**src/rtl/cpu_pkg.sv**
```systemverilog
// Shared CPU datapath definitions: ALU operation codes and the serial adder
// controller state encoding.
package cpu_pkg;

  localparam logic OP_ADD = 1'b0;
  localparam logic OP_SUB = 1'b1;

  typedef enum logic {
    ST_IDLE = 1'b0,
    ST_RUN  = 1'b1
  } sa_state_e;

endpackage : cpu_pkg

```
**src/rtl/full_adder.sv**
```systemverilog
// 1-bit full-adder cell: the single arithmetic element of the serial adder.
module full_adder (
  input  logic a,
  input  logic b,
  input  logic cin,
  output logic s,
  output logic cout
);

  assign s    = a ^ b ^ cin;
  assign cout = (a & b) | (cin & (a ^ b));

endmodule : full_adder

```
**src/rtl/serial_adder.sv**
```systemverilog
// Bit-serial add/subtract unit: one bit per clock, LSB first, through a single
// full-adder cell and a carry flip-flop. Result and flags are registered.
module serial_adder
  import cpu_pkg::*;
#(
  parameter int WIDTH = 8
) (
  input  logic             clk,
  input  logic             rst_n,
  input  logic             start,
  input  logic             op,
  input  logic [WIDTH-1:0] a,
  input  logic [WIDTH-1:0] b,
  output logic             busy,
  output logic             done,
  output logic [WIDTH-1:0] result,
  output logic             cout,
  output logic             ovf,
  output logic             zero
);

  localparam int             CW       = (WIDTH > 1) ? $clog2(WIDTH) : 1;
  localparam logic [CW-1:0]  LAST_CNT = CW'(WIDTH - 1);

  sa_state_e        r_state, w_state_nxt;
  logic [WIDTH-1:0] r_areg, w_areg_nxt;
  logic [WIDTH-1:0] r_breg, w_breg_nxt;
  logic [WIDTH-1:0] r_sreg, w_sreg_nxt;
  logic [WIDTH-1:0] r_result, w_result_nxt;
  logic [CW-1:0]    r_cnt, w_cnt_nxt;
  logic             r_carry, w_carry_nxt;
  logic             r_busy, w_busy_nxt;
  logic             r_done, w_done_nxt;
  logic             r_cout, w_cout_nxt;
  logic             r_ovf, w_ovf_nxt;
  logic             r_zero, w_zero_nxt;

  logic             w_fa_s;
  logic             w_fa_co;
  logic [WIDTH-1:0] w_sum_vec;

  full_adder u_full_adder (
    .a    (r_areg[0]),
    .b    (r_breg[0]),
    .cin  (r_carry),
    .s    (w_fa_s),
    .cout (w_fa_co)
  );

  // Sum vector as it will look once this cycle's bit has shifted in.
  assign w_sum_vec = {w_fa_s, r_sreg[WIDTH-1:1]};

  // Next-state and datapath update logic.
  always_comb begin
    w_state_nxt  = r_state;
    w_areg_nxt   = r_areg;
    w_breg_nxt   = r_breg;
    w_sreg_nxt   = r_sreg;
    w_result_nxt = r_result;
    w_cnt_nxt    = r_cnt;
    w_carry_nxt  = r_carry;
    w_busy_nxt   = r_busy;
    w_done_nxt   = 1'b0;
    w_cout_nxt   = r_cout;
    w_ovf_nxt    = r_ovf;
    w_zero_nxt   = r_zero;
    case (r_state)
      ST_IDLE: begin
        if (start) begin
          // Subtraction is a + ~b + 1: invert b and inject carry-in of 1.
          w_areg_nxt  = a;
          w_breg_nxt  = (op == OP_SUB) ? ~b : b;
          w_carry_nxt = op;
          w_cnt_nxt   = {CW{1'b0}};
          w_busy_nxt  = 1'b1;
          w_state_nxt = ST_RUN;
        end else begin
          w_busy_nxt  = 1'b0;
        end
      end
      ST_RUN: begin
        w_areg_nxt  = {1'b0, r_areg[WIDTH-1:1]};
        w_breg_nxt  = {1'b0, r_breg[WIDTH-1:1]};
        w_sreg_nxt  = w_sum_vec;
        w_carry_nxt = w_fa_co;
        if (r_cnt == LAST_CNT) begin
          // r_carry is the carry into the MSB on this final step.
          w_result_nxt = w_sum_vec;
          w_cout_nxt   = w_fa_co;
          w_ovf_nxt    = r_carry ^ w_fa_co;
          w_zero_nxt   = (w_sum_vec == {WIDTH{1'b0}});
          w_cnt_nxt    = {CW{1'b0}};
          w_busy_nxt   = 1'b0;
          w_done_nxt   = 1'b1;
          w_state_nxt  = ST_IDLE;
        end else begin
          w_cnt_nxt    = r_cnt + CW'(1);
        end
      end
      default: begin
        w_busy_nxt  = 1'b0;
        w_state_nxt = ST_IDLE;
      end
    endcase
  end

  // Controller state register.
  always_ff @(posedge clk or negedge rst_n) begin
    if (!rst_n) begin
      r_state <= ST_IDLE;
    end else begin
      r_state <= w_state_nxt;
    end
  end

  // Datapath and output registers.
  always_ff @(posedge clk or negedge rst_n) begin
    if (!rst_n) begin
      r_areg   <= {WIDTH{1'b0}};
      r_breg   <= {WIDTH{1'b0}};
      r_sreg   <= {WIDTH{1'b0}};
      r_result <= {WIDTH{1'b0}};
      r_cnt    <= {CW{1'b0}};
      r_carry  <= 1'b0;
      r_busy   <= 1'b0;
      r_done   <= 1'b0;
      r_cout   <= 1'b0;
      r_ovf    <= 1'b0;
      r_zero   <= 1'b0;
    end else begin
      r_areg   <= w_areg_nxt;
      r_breg   <= w_breg_nxt;
      r_sreg   <= w_sreg_nxt;
      r_result <= w_result_nxt;
      r_cnt    <= w_cnt_nxt;
      r_carry  <= w_carry_nxt;
      r_busy   <= w_busy_nxt;
      r_done   <= w_done_nxt;
      r_cout   <= w_cout_nxt;
      r_ovf    <= w_ovf_nxt;
      r_zero   <= w_zero_nxt;
    end
  end

  assign busy   = r_busy;
  assign done   = r_done;
  assign result = r_result;
  assign cout   = r_cout;
  assign ovf    = r_ovf;
  assign zero   = r_zero;

endmodule : serial_adder

```
**config.mk**
```make
export PLATFORM = sky130hd
export DESIGN_NAME = serial_adder
export DESIGN_NICKNAME = d
export VERILOG_FILES = /design/src/rtl/cpu_pkg.sv /design/src/rtl/full_adder.sv /design/src/rtl/serial_adder.sv
export SDC_FILE = /design/constraint.sdc
export NUM_CORES = 1
export LEC_CHECK = 0
export ABC_CLOCK_PERIOD_IN_PS = 3950
export BUFFER_PORTS_ARGS = -buffer_cell sky130_fd_sc_hd__buf_2
export CAP_MARGIN = 15
export CORE_MARGIN = 10
export CORE_UTILIZATION = 40
export CTS_CLUSTER_SIZE = 12
export DETAILED_ROUTE_END_ITERATION = 16
export SYNTH_ARGS = -nofsm -noshare
export SYNTH_HDL_FRONTEND = slang
export SYNTH_SLANG_ARGS = --single-unit
```
**constraint.sdc**
```tcl
create_clock -name clk -period 3.95 [get_ports clk]
set_input_delay 0.395 -clock clk [delete_from_list [all_inputs] [get_ports clk]]
set_output_delay 0.395 -clock clk [all_outputs]
set_load 0.02 [all_outputs]
```
==> metrics.csv <==
stage,metric,value,unit
clocking,cts_tree,done,
clocking,htree_levels,2,
synth,synthAdderAreaFrac,2.47,%
timing,fmax,666,MHz
cells_and_area,drive_gt1_share,32.6,%
routing,totalWireLength,3270,um
clocking,root_buffer,clkbuf_8,
timing,period_needed,1500,ps
setup_path,worstPathRequired,4130,ps
cells_and_area,area_delta_synth_final,14.2,%
place,portBuffers,32,
routing,drt_iter0_markers,28,
power_and_ir_drop,p_sw_share,35.1,%
synth,synth_xor_area_share,4.32,%
timing,clock_skew,5.26,ps
setup_path,crit_arrival,1680,ps
setup_path,cp-end-kind,register,
setup_path,crit_fanout,14,
synth,synthDistinctLibCells,22,
clocking,cts-resized-gates,0,
setup_path,setup.worst_path.end,result[1],
power_and_ir_drop,power.density,730,nW/um^2
min_path,worstHoldPathType,in -> async,
power_and_ir_drop,seq_power_share,47.0,%
timing,drv_slew,0,
floorplan,core_region_area,4380,sq um
timing,hold_slack,221,ps
cells_and_area,seqCellArea,1030,sq um
outcome,outcome,"finished, final reports clean",
synth,ys.flop_type,dfrtp_1,
synth,yosys.area_share.simple,6.86,%
setup_path,worstSetupStartpoint,r_cnt[0],
routing,drt_first_pass_iters,4,
floorplan,dieArea,7660,sq um
floorplan,fp.dieH,87.5,um
power_and_ir_drop,power.share.combinational,35.5,%
floorplan,io_pins,33,
cells_and_area,multi_input_area,729,sq um
routing,ant_nets,0,
place,place.gp.congestion,0.700,
floorplan,rows,24,
synth,synthMuxAreaShare,19.7,%
synth,synth_compound_area_share,6.66,%
routing,avgViaCountPerCell,4.94,
clocking,postCtsSetupBuffers,0,
timing,setup_tns,0,ps
power_and_ir_drop,p_switching,0.534,mW
grt,grt_antenna_before_repair,0,
cells_and_area,nets,200,
synth,ys_ff_latch,41,
synth,synth_area,1820,sq um
timing,slew-limit-headroom,41.1,%
clocking,cts.path.max_buffers,2,
timing,rsz0062_at_grt,no,
setup_path,r2r_start,r_cnt[0],
setup_path,ff2ff_setup_slack,2450,ps
setup_path,path_class,reg -> reg,
clocking,clk_pin_slew,80,ps
grt,grt_usage,9.47,%
timing,finalCritPeriodShare,38.0,%
clocking,clock_latency,290,ps
routing,vias,1136,
setup_path,rr_worst_depth,4,
synth,synth.avg_cell_area,12.5,sq um
floorplan,die-width,87.5,um
power_and_ir_drop,power.total,1.52,mW
power_and_ir_drop,leakage,1.03,nW
place,dp_hpwl,2320,um
synth,synth_top_family_by_area,multiplexers,
synth,syn-num-nets,169,
power_and_ir_drop,vdd_drop_max,0.231,mV
floorplan,start_util,41.6,%
synth,netlist_instances,146,
clocking,cts_buffers,5,
power_and_ir_drop,clock_power_share,17.6,%
timing,hold_violations,0,
run,drv_cap,0,
synth,yosysWarnings,0,
synth,synthArstFlopShare,100,%
routing,wl_per_cell,14.2,um
grt,overflow,0,
synth,synth-edff-count,0,
grt,grt_pass1_wl,5710,um
setup_path,reg2reg_to,result[1],
setup_path,start_kind,register,
clocking,hold_buffers,0,
cells_and_area,diodes,0,
synth,yosysSeqAreaShare,56.3,%
cells_and_area,n_fill_cell,407,
power_and_ir_drop,p_int,0.987,mW
grt,grt_max_degree,47,
place,dp_slack,2450,ps
timing,fin_ws,2450,ps
clocking,cts_sinks,41,
grt,grt_pass1_vias,1244,
timing,timing.final.setup_violations,0,
routing,drc,0,
timing,tightest_slew,883,ps
==> metal layers <==
metal  GRT usage (%)  up-vias  part of all wire [%]
met5               0        -                     0
met4            3.91        0                   1.7
met3            4.49        6                   8.8
met2            16.3       28                    49
met1            9.66      542                    40
li1                -      560                     -
==> cells in the final DEF, fill, tap and decap left out, drive strengths merged <==
master,Yosys,routed
clkinvlp,0,1
o21ai,18,18
a22o,2,2
clkinv,0,2
nand2,20,20
mux2i,16,16
mux2,16,16
xnor2,2,2
a211oi,1,1
nor4,2,2
inv,2,2
clkbuf,1,5
xor2,7,7
nand2b,3,3
buf,8,33
ha,2,2
dfrtp,41,41
fa,1,1
nor2,3,3
o22ai,1,1
==> worst min path at each step <==
stage	start	end	slack, ps	depth (start not counted)
floorplan	rst_n	busy	100	0
global placement	r_breg[3]	r_breg[2]	470	2
detailed placement	zero	zero	470	2
CTS	rst_n	r_cnt[2]	250	1
global route	rst_n	r_state	290	1
finish	rst_n	result[5]	220	1
==> registers in the layout, indices dropped and copies added, names as in the netlist, 3 cells and up <==
register / flops
r_cnt: 3
r_areg: 8
r_sreg: 7
r_breg: 8
result: 8
==> critical path, cell delays in order, from the launching register on <==
cell and delay, ps:
dfrtp_1 410, ha_1 210, ha_1 220, nand2_4 190, mux2_2 360
==> area by class of cell <==
| type | count | share of cell area [%] |
|---|---|---|
| clock buffer | 5 | 3.31 |
| clock inverter | 3 | 0.841 |
| inverter | 2 | 0.361 |
| multi-input combinational | 94 | 35.0 |
| sequential | 41 | 49.3 |
| tap | 52 | 3.12 |
| timing repair buffer | 33 | 8.05 |
==> stage by stage <==
step | utilization (%) | cell area [sq um] | cells
floorplan | - | 1820 | 146
global placement | 45.5 | 2000 | 222
detailed placement | 45.5 | 2000 | 222
CTS | 47.5 | 2080 | 230
global route | 47.5 | 2080 | 230
finish | 47.5 | 2080 | 230
==> kinds of logic after synthesis <==
logic type	Yosys count
flops	41
mux	32
simple gates	28
compound gates	22
buf+inv	11
xor+xnor	9
fa+ha+maj	3
==> synth_stat cells, types with 3 or more instances <==
| library cell | number | area, sq um |
|---|---|---|
| nand2b_1 | 3 | 18.8 |
| dfrtp_1 | 41 | 1030 |
| nand2_1 | 19 | 71.3 |
| mux2_4 | 5 | 75.1 |
| xor2_1 | 7 | 61.3 |
| mux2i_1 | 16 | 160 |
| mux2_2 | 11 | 124 |
| buf_2 | 3 | 15.0 |
| o21ai_0 | 18 | 90.1 |
| buf_4 | 4 | 30.0 |
| nor2_1 | 3 | 11.3 |
==> power by group through the flow <==
stage / logic (mW) / clock network (mW) / registers, mW
finish: 0.539 / 0.267 / 0.714
global route: 0.605 / 0.297 / 0.745
CTS: 0.554 / 0.279 / 0.718
detailed placement: 0.551 / 0 / 0.726
global placement: 0.531 / 0 / 0.717
floorplan: 0.356 / 0 / 0.768
No activity file was read; power rests on OpenSTA's default activity.
